$ cat src/rtl/apb3_access_scheduler_if.sv
// Bundles the AHB-side request handshake and the APB3 slave-fabric signals of the scheduler.
// The master modport is the scheduler's view; the slave modport is the opposite side.
interface apb3_access_scheduler_if #(
  parameter int unsigned NUM_SLAVES = 4
);
  logic                  xfer_req;
  logic [NUM_SLAVES-1:0] xfer_sel;
  logic [NUM_SLAVES-1:0] PREADY_S;
  logic [NUM_SLAVES-1:0] PSLVERR_S;
  logic [NUM_SLAVES-1:0] PSEL;
  logic                  PENABLE;
  logic                  xfer_done;
  logic                  xfer_err;
  logic                  timeout_flag;
  logic                  busy;

  modport master (
    input  xfer_req, xfer_sel, PREADY_S, PSLVERR_S,
    output PSEL, PENABLE, xfer_done, xfer_err, timeout_flag, busy
  );

  modport slave (
    output xfer_req, xfer_sel, PREADY_S, PSLVERR_S,
    input  PSEL, PENABLE, xfer_done, xfer_err, timeout_flag, busy
  );
endinterface

$ cat src/rtl/apb3_access_scheduler.sv
// APB3 SETUP/ACCESS sequencer for NUM_SLAVES slaves with PREADY/PSLVERR muxing and wait timeout.
// Define APB3_SCHED_BACK2BACK_EN to chain a held request straight from ACCESS into SETUP.
module apb3_access_scheduler #(
  parameter int unsigned NUM_SLAVES     = 4,
  parameter int unsigned TIMEOUT_CYCLES = 256,
  parameter int unsigned TIMEOUT_W      = 9
) (
  input  logic                    HCLK,
  input  logic                    HRESETN,
  apb3_access_scheduler_if.master bus
);

  typedef enum logic [1:0] {
    StIdle    = 2'b00,
    StSetup   = 2'b01,
    StAccess  = 2'b10,
    StIllegal = 2'b11
  } state_e;

  localparam bit                   TimeoutEn   = (TIMEOUT_CYCLES != 0);
  localparam logic [TIMEOUT_W-1:0] TimeoutLast = TIMEOUT_W'(TIMEOUT_CYCLES - 1);

  state_e                state_q, state_d;
  logic [NUM_SLAVES-1:0] sel_q, sel_d;
  logic [NUM_SLAVES-1:0] psel_q, psel_d;
  logic                  penable_q, penable_d;
  logic [TIMEOUT_W-1:0]  cnt_q, cnt_d;
  logic                  tflag_q, tflag_d;

  logic [NUM_SLAVES-1:0] sel_first;
  logic                  in_access, rdy, slv_err, dec_err, timeout, done;

  // Multi-hot selects collapse to their lowest set bit.
  assign sel_first = bus.xfer_sel & (~bus.xfer_sel + NUM_SLAVES'(1));

  always_ff @(posedge HCLK) begin
    if (!HRESETN) begin
      state_q   <= StIdle;
      sel_q     <= '0;
      psel_q    <= '0;
      penable_q <= 1'b0;
      cnt_q     <= '0;
      tflag_q   <= 1'b0;
    end else begin
      state_q   <= state_d;
      sel_q     <= sel_d;
      psel_q    <= psel_d;
      penable_q <= penable_d;
      cnt_q     <= cnt_d;
      tflag_q   <= tflag_d;
    end
  end

  always_comb begin
    state_d = state_q;
    sel_d   = sel_q;
    cnt_d   = cnt_q;
    tflag_d = tflag_q;
    case (state_q)
      StIdle: begin
        if (bus.xfer_req) begin
          state_d = StSetup;
          sel_d   = sel_first;
          tflag_d = 1'b0;
        end
      end
      StSetup: begin
        state_d = StAccess;
        cnt_d   = '0;
      end
      StAccess: begin
        if (done) begin
          state_d = StIdle;
          if (timeout) tflag_d = 1'b1;
`ifdef APB3_SCHED_BACK2BACK_EN
          if (bus.xfer_req) begin
            state_d = StSetup;
            sel_d   = sel_first;
            if (!timeout) tflag_d = 1'b0;
          end
`endif
        end else if (cnt_q != '1) begin
          cnt_d = cnt_q + TIMEOUT_W'(1);
        end
      end
      default: begin
        state_d = StIdle;
        sel_d   = '0;
      end
    endcase
    // PSEL/PENABLE are loaded from the next state so PREADY never reaches them combinationally.
    psel_d    = (state_d == StSetup || state_d == StAccess) ? sel_d : '0;
    penable_d = (state_d == StAccess);
  end

  always_comb begin
    in_access = (state_q == StAccess);
    rdy       = in_access && |(bus.PREADY_S & sel_q);
    slv_err   = |(bus.PSLVERR_S & sel_q);
    dec_err   = in_access && (sel_q == '0);
    timeout   = TimeoutEn && in_access && !rdy && (cnt_q == TimeoutLast);
    done      = rdy || dec_err || timeout;
  end

  assign bus.PSEL         = psel_q;
  assign bus.PENABLE      = penable_q;
  assign bus.xfer_done    = done;
  assign bus.xfer_err     = done && (!rdy || slv_err);
  assign bus.timeout_flag = tflag_q;
  assign bus.busy         = (state_q == StSetup) || (state_q == StAccess);

endmodule

$ cat src/flat_wrapper.sv
// flat-port wrapper written by rule: the top's interface ports become plain ports
module apb3_access_scheduler_flat 
#(
  parameter int unsigned NUM_SLAVES     = 4,
  parameter int unsigned TIMEOUT_CYCLES = 256,
  parameter int unsigned TIMEOUT_W      = 9
)
  (HCLK, HRESETN, bus_xfer_req, bus_xfer_sel, bus_PREADY_S, bus_PSLVERR_S, bus_PSEL, bus_PENABLE, bus_xfer_done, bus_xfer_err, bus_timeout_flag, bus_busy);
  apb3_access_scheduler_if #(.NUM_SLAVES(NUM_SLAVES)) bus_i ();
  input  logic HCLK;
  input  logic HRESETN;
  input wire logic [$bits(bus_i.xfer_req)-1:0] bus_xfer_req;
  input wire logic [$bits(bus_i.xfer_sel)-1:0] bus_xfer_sel;
  input wire logic [$bits(bus_i.PREADY_S)-1:0] bus_PREADY_S;
  input wire logic [$bits(bus_i.PSLVERR_S)-1:0] bus_PSLVERR_S;
  output wire logic [$bits(bus_i.PSEL)-1:0] bus_PSEL;
  output wire logic [$bits(bus_i.PENABLE)-1:0] bus_PENABLE;
  output wire logic [$bits(bus_i.xfer_done)-1:0] bus_xfer_done;
  output wire logic [$bits(bus_i.xfer_err)-1:0] bus_xfer_err;
  output wire logic [$bits(bus_i.timeout_flag)-1:0] bus_timeout_flag;
  output wire logic [$bits(bus_i.busy)-1:0] bus_busy;
  assign bus_i.xfer_req = bus_xfer_req;
  assign bus_i.xfer_sel = bus_xfer_sel;
  assign bus_i.PREADY_S = bus_PREADY_S;
  assign bus_i.PSLVERR_S = bus_PSLVERR_S;
  assign bus_PSEL = bus_i.PSEL;
  assign bus_PENABLE = bus_i.PENABLE;
  assign bus_xfer_done = bus_i.xfer_done;
  assign bus_xfer_err = bus_i.xfer_err;
  assign bus_timeout_flag = bus_i.timeout_flag;
  assign bus_busy = bus_i.busy;
  apb3_access_scheduler #(.NUM_SLAVES(NUM_SLAVES), .TIMEOUT_CYCLES(TIMEOUT_CYCLES), .TIMEOUT_W(TIMEOUT_W)) u_core (.HCLK(HCLK), .HRESETN(HRESETN), .bus(bus_i));
endmodule
$ cat config.mk
export PLATFORM = sky130hd
export DESIGN_NAME = apb3_access_scheduler_flat
export DESIGN_NICKNAME = d
export VERILOG_FILES = /design/src/rtl/apb3_access_scheduler_if.sv /design/src/rtl/apb3_access_scheduler.sv /design/src/flat_wrapper.sv
export SDC_FILE = /design/constraint.sdc
export NUM_CORES = 1
export LEC_CHECK = 0
export CORE_MARGIN = 3
export CORE_UTILIZATION = 53
export CTS_BUF_LIST = sky130_fd_sc_hd__clkbuf_2
export DETAILED_ROUTE_END_ITERATION = 16
export PLACE_DENSITY = 0.82
export SYNTH_ARGS = -nofsm -noshare
export SYNTH_HDL_FRONTEND = slang
export SYNTH_SLANG_ARGS = --single-unit
export TNS_END_PERCENT = 50
$ cat constraint.sdc
create_clock -name HCLK -period 2.98 [get_ports HCLK]
set_input_delay 0.596 -clock HCLK [delete_from_list [all_inputs] [get_ports HCLK]]
set_output_delay 0.596 -clock HCLK [all_outputs]
set_load 0.005 [all_outputs]
==> Word level (Yosys, flattened, before mapping) <==
Cells that the tools add are included.
{ "totals": {"regBits": 21, "inputBits": 15, "out_inout_bits": 9, "word_cells": 56} }
{ "op_classes": {"add_sub_neg": 2, "n_eq_ne": 11, "n_mux": 12, "bitwise": 4, "n_reduce_logical": 21} }
{ "op_table": {"columns": ["cell", "count"], "rows": [
  ["9-bit two-way mux", 2],
  ["9-bit one-hot mux with 2 select lines", 1],
  ["4-bit AND", 3],
  ["2-bit inequality test (second input constant)", 5],
  ["9-bit by 1-bit adder with 9-bit output (second input constant)", 1],
  ["9-bit by 8-bit == test with 1-bit output (second input constant)", 1],
  ["9-bit inequality test (second input constant)", 1],
  ["4-bit one-hot mux with 2 select lines", 1],
  ["4-bit OR reduction", 2],
  ["2-bit one-hot mux with 3 select lines", 1],
  ["1-bit logical AND", 5],
  ["1-bit logical OR", 5],
  ["4-bit by 1-bit adder with 4-bit output (second input constant)", 1],
  ["2-bit by 1-bit == test with 1-bit output (second input constant)", 2],
  ["2-bit == test (second input constant)", 2],
  ["4-bit zero test", 1],
  ["2-bit two-way mux", 2],
  ["4-bit two-way mux", 1],
  ["4-bit NOT", 1],
  ["4-bit AND reduction", 1],
  ["2-bit nonzero test", 2],
  ["1-bit two-way mux", 3],
  ["3-bit AND reduction", 1],
  ["2-bit zero test", 1],
  ["4 further kinds", 4]
]} }

==> Depth between registers and ports, before layout <==
{ "logic_depth": {"word_depth": 12, "mapped_depth": 9, "depth_no_buf": 9} }

==> Least setup slack after synthesis <==
Ideal clock, no wire load.
{ "synth_path": {"path_kind": "register to output", "from": "register u_core.cnt_q[0]", "to": "output bus_xfer_err", "arrival_time_ps": 1695, "t_required_ps": 2384, "path_slack_ps": 689, "stages_incl_launch_ff": 7, "n_path_buf": 0, "path_cell_list": "dfxtp_1 ha_1 nand3_1 nor3_1 ha_1 and4bb_2 a311oi_1"} }
{ "synth_via": {"elab_chain_cells": 4} }
{ "synth_rtl": {"columns": ["element", "line", "source"], "rows": [
  ["start: declaration", "apb3_access_scheduler.sv:27", "logic [TIMEOUT_W-1:0] cnt_q, cnt_d;"],
  ["start signal: assignment", "apb3_access_scheduler.sv:49", "cnt_q <= cnt_d;"],
  ["9-bit by 8-bit == test with 1-bit output", "apb3_access_scheduler.sv:101", "timeout = TimeoutEn && in_access && !rdy && (cnt_q == TimeoutLast);"],
  ["1-bit logical AND", "apb3_access_scheduler.sv:101", null],
  ["1-bit logical OR", "apb3_access_scheduler.sv:102", "done = rdy || dec_err || timeout;"],
  ["1-bit logical AND", "apb3_access_scheduler.sv:108", "assign bus.xfer_err = done && (!rdy || slv_err);"],
  ["end: declaration", "flat_wrapper.sv:19", "output wire logic [$bits(bus_i.xfer_err)-1:0] bus_xfer_err;"]
]} }
No other way between the ends.

==> Worst setup path in the final report <==
Ends and elaborated chain as after synthesis.

==> impl_metrics.py <==
metrics = {
    "logic_synthesis": {
        "synth_xor_area_frac": 0,
        "synth-seq-cells": 21,
        "synth_edf_count": 0,
        "yosysSeqAreaShare": 0.347,
        "synth_cell_type_count": 40,
        "synth_mux_area_frac": 0,
        "yosysTopAreaCell": "dfxtp_1",
        "synthArstFlopShare": 0,
        "syn_area_um2": 1210,
        "synth_fa_ha_area_frac": 0.0827,
        "synth_top_area_frac": 0.347,
        "synth_top_family_by_area": "simple AND/OR/NAND/NOR gates",
        "yosys.area_share.simple": 0.323,
        "syn_inst": 138,
        "ys_warn_count": 0,
        "avgSynthCellArea_um2": 8.77,
        "synth_compound_area_frac": 0.215,
        "synth_ff_type": "dfxtp_1",
        "synth_area_leaders": "dfxtp_1, ha_1, nand2_1, nor2b_1, o21ai_0",
        "synth_fp_nets": 161,
    },
    "worst_setup_path": {
        "critPathTopFamily": "simple AND/OR/NAND/NOR gates",
        "endpoint_kind": "primary output",
        "crit_path_max_fanout": 4,
        "crit_path_cell_trace": "ha_1 > nand3_1 > nor3_2 > ha_2 > and4bb_2 > a311oi_1 > dlygate4sd2_1",
        "cp_num_buf_inv": 1,
        "cp-start-kind": "register",
        "cpMaxStageDelayCell": "dfxtp_4",
        "r2r-end": "u_core.bus.PSEL[0]",
        "reg2reg_slack_ns": 0.66,
        "reg2reg_depth": 9,
        "critPathRequiredTime_ns": 2.38,
        "cp.arrival_ns": 2.17,
        "r2r_start": "u_core.cnt_q[0]",
        "critical_path_class": "register to primary output",
        "critPathMaxStageDelay_ns": 0.39,
    },
    "pwr": {
        "power_per_cell_area_nw_per_um2": 356,
        "design_power_total_uw": 550,
        "pwr-share-comb": 0.247,
        "seq_power_share": 0.536,
        "intPower_uw": 378,
        "switching_share": 0.312,
        "clockPowerShare": 0.218,
        "ir_drop_v": 0.000328,
        "p_sw_uw": 171,
        "power_leakage_nw": 0.594,
    },
    "final_layout": {
        "drive_gt1_frac": 0.120,
        "fill_cells": 159,
        "final_util": 0.748,
        "area_growth_pct": 27.5,
        "nets": 191,
        "diodes": 0,
    },
    "timing": {
        "skew_ns": 0.00407,
        "final-hold-violation-count": 0,
        "rsz0062_at_grt": "no",
        "setup_viol": 0,
        "tightestPinTransition_ns": 0.510,
        "slew_headroom": 0.659,
        "tns_ns": 0,
        "slew_violations": 0,
        "post-route-min-period_ns": 2.77,
        "fmax_ghz": 0.361,
        "whs_ns": 0.575,
        "fin_ws_ns": 0.213,
        "post-route-period-util": 0.929,
    },
    "clock_network": {
        "clockRootBuffer": "clkbuf_2",
        "clockBufferDepth": 2,
        "cts_max_level": 1,
        "cts.sinks": 21,
        "cts_tree": "yes",
        "cts_buffers": 3,
        "insertion_delay_ns": 0.33,
        "clk_pin_slew_worst_paths_ns": 0.20,
    },
    "route": {
        "totalWireLength_um": 2960,
        "drt_iter0_markers": 33,
        "dr.pass1.iters": 4,
        "wl_per_cell_um": 15.3,
        "ant_nets": 0,
        "via_count": 1217,
        "drc": 0,
        "viasPerCell": 6.27,
    },
    "global_route": {
        "grt_pass1_wl_um": 4970,
        "gr-total-overflow": 0,
        "grt_max_degree": 19,
        "grt_pass1_vias": 1099,
        "antenna_found_initial": 0,
        "grt_usage": 0.236,
    },
    "placement": {
        "pre_cts_ws_ns": 0.0438,
        "dp_hpwl_um": 2180,
        "io_buffers": 23,
        "gp_congestion": 0.879,
    },
    "floorplan": {
        "dieArea_um2": 2890,
        "design.core.area_um2": 2060,
        "rows": 16,
        "initial_core_util": 0.587,
        "pin_count": 24,
        "fp.dieW_um": 53.8,
        "die_h_um": 53.8,
    },
    "worst_hold_path": {
        "min_from": "u_core.cnt_q[8]",
        "min_path_type": "register to register",
        "hold-path-endpoint": "u_core.cnt_q[8]",
        "min_path_cells": 2,
    },
    "run_status": {
        "status": "complete, no violations",
    },
    "job": {
        "maxCapViolCount": 0,
    },
}
[how the worst max path moves through the flow]
stage	from	to	cells past startpoint
detailed placement	u_core.cnt_q[0]	bus_xfer_err	7
global route	u_core.cnt_q[0]	bus_xfer_err	7
CTS	u_core.cnt_q[0]	bus_xfer_done	7
finish	u_core.cnt_q[0]	bus_xfer_err	7
global placement	u_core.cnt_q[0]	bus_xfer_err	7
floorplan	u_core.cnt_q[0]	bus_xfer_err	6
[worst register-to-register path: cells and delay by family (launching register included)]
| family | cells | cell delay (ns) |
|---|---|---|
| flip-flops | 1 | 0.39 |
| AND/OR/NAND/NOR | 5 | 0.77 |
| adder cells (fa/ha/maj) | 3 | 0.76 |
| AO/OA/AOI/OAI | 1 | 0.34 |
[routing by layer]
| metal | GRT usage | routed length (um) | vias to the layer above |
|---|---|---|---|
| met5 | 0 | 0 | - |
| met4 | 0.115 | 67 | 0 |
| met3 | 0.0388 | 273 | 7 |
| met2 | 0.365 | 1360 | 61 |
| met1 | 0.316 | 1260 | 556 |
| li1 | - | - | 593 |
[state kept, by name, indices dropped and copies added (netlist names)]
| name | count |
|---|---|
| u_core.cnt_q | 9 |
| u_core.bus.timeout_flag | 1 |
| u_core.sel_q | 4 |
| u_core.bus.PENABLE | 1 |
| u_core.bus.PSEL | 4 |
| u_core.state_q | 2 |
[cell usage after synthesis, drive strengths merged (2+ instances only)]
cell and count:
nand4 5, o311a 2, and2 2, a21oi 4, or4 3, nand2 15
dfxtp 21, o21ai 7, nor4 4, ha 8, o211ai 3, and3 4
inv 5, nor2 4, or3 4, o221ai 3, a31oi 2, nand4b 3
o31a 2, nor3 3, nand3 5, a32oi 2, clkbuf 4, a22oi 4
nor2b 7
[per-stage QoR]
| step | area (um2) | std cells |
|---|---|---|
| final | 1540 | 194 |
| after global routing | 1540 | 194 |
| after CTS | 1540 | 194 |
| after detailed placement | 1480 | 187 |
| after global placement | 1480 | 187 |
| after floorplan | 1210 | 138 |
[cell type report]
class                      count  area, um2  share of cell area
clock inverter                 1       5.00             0.00324
tap                           27       33.8              0.0219
inverter                       5       18.8              0.0122
timing repair buffer          30        284               0.184
clock buffer                   3       15.0             0.00973
multi-input combinational    107        758               0.491
sequential                    21        428               0.277
[cells in the final DEF (no fill, tap or decap), drive strengths merged, types with 2 or more instances in the layout]
master	netlist	layout
o311a	2	2
or4	3	3
a32oi	2	2
a22oi	4	4
ha	8	8
clkdlybuf4s50	0	21
or3	4	4
nor3	3	3
and3	4	4
nor4	4	4
o31a	2	2
nor2	4	4
nand4b	3	3
and2	2	2
dfxtp	21	21
nor2b	7	7
nand4	5	5
o211ai	3	3
o21ai	7	7
a31oi	2	2
a21oi	4	4
clkbuf	4	3
nand2	15	15
o221ai	3	3
nand3	5	5
buf	1	7
inv	5	5
[power groups by stage]
stage / combinational [mW] / clock (mW) / sequential (mW)
after floorplan: 0.0765 / 0 / 0.300
after global placement: 0.132 / 0 / 0.301
after detailed placement: 0.135 / 0 / 0.302
after CTS: 0.135 / 0.123 / 0.294
after global routing: 0.151 / 0.136 / 0.296
final: 0.136 / 0.120 / 0.294
[cells by family after synthesis]
logic type / count (synthesis)
AND/OR/NAND/NOR: 65
AO/OA/AOI/OAI: 34
flip-flops: 21
buffers and inverters: 10
adder cells (fa/ha/maj): 8
[repair_timing]
action                                  CTS  global route
gates resized for setup                   7             1
hold buffers                              0             0
endpoints found under the setup margin    2             1
pin swaps                                 1             0
endpoints found under the hold margin     0             0
setup buffers                             3             0
(Power assumes the default switching activity.)
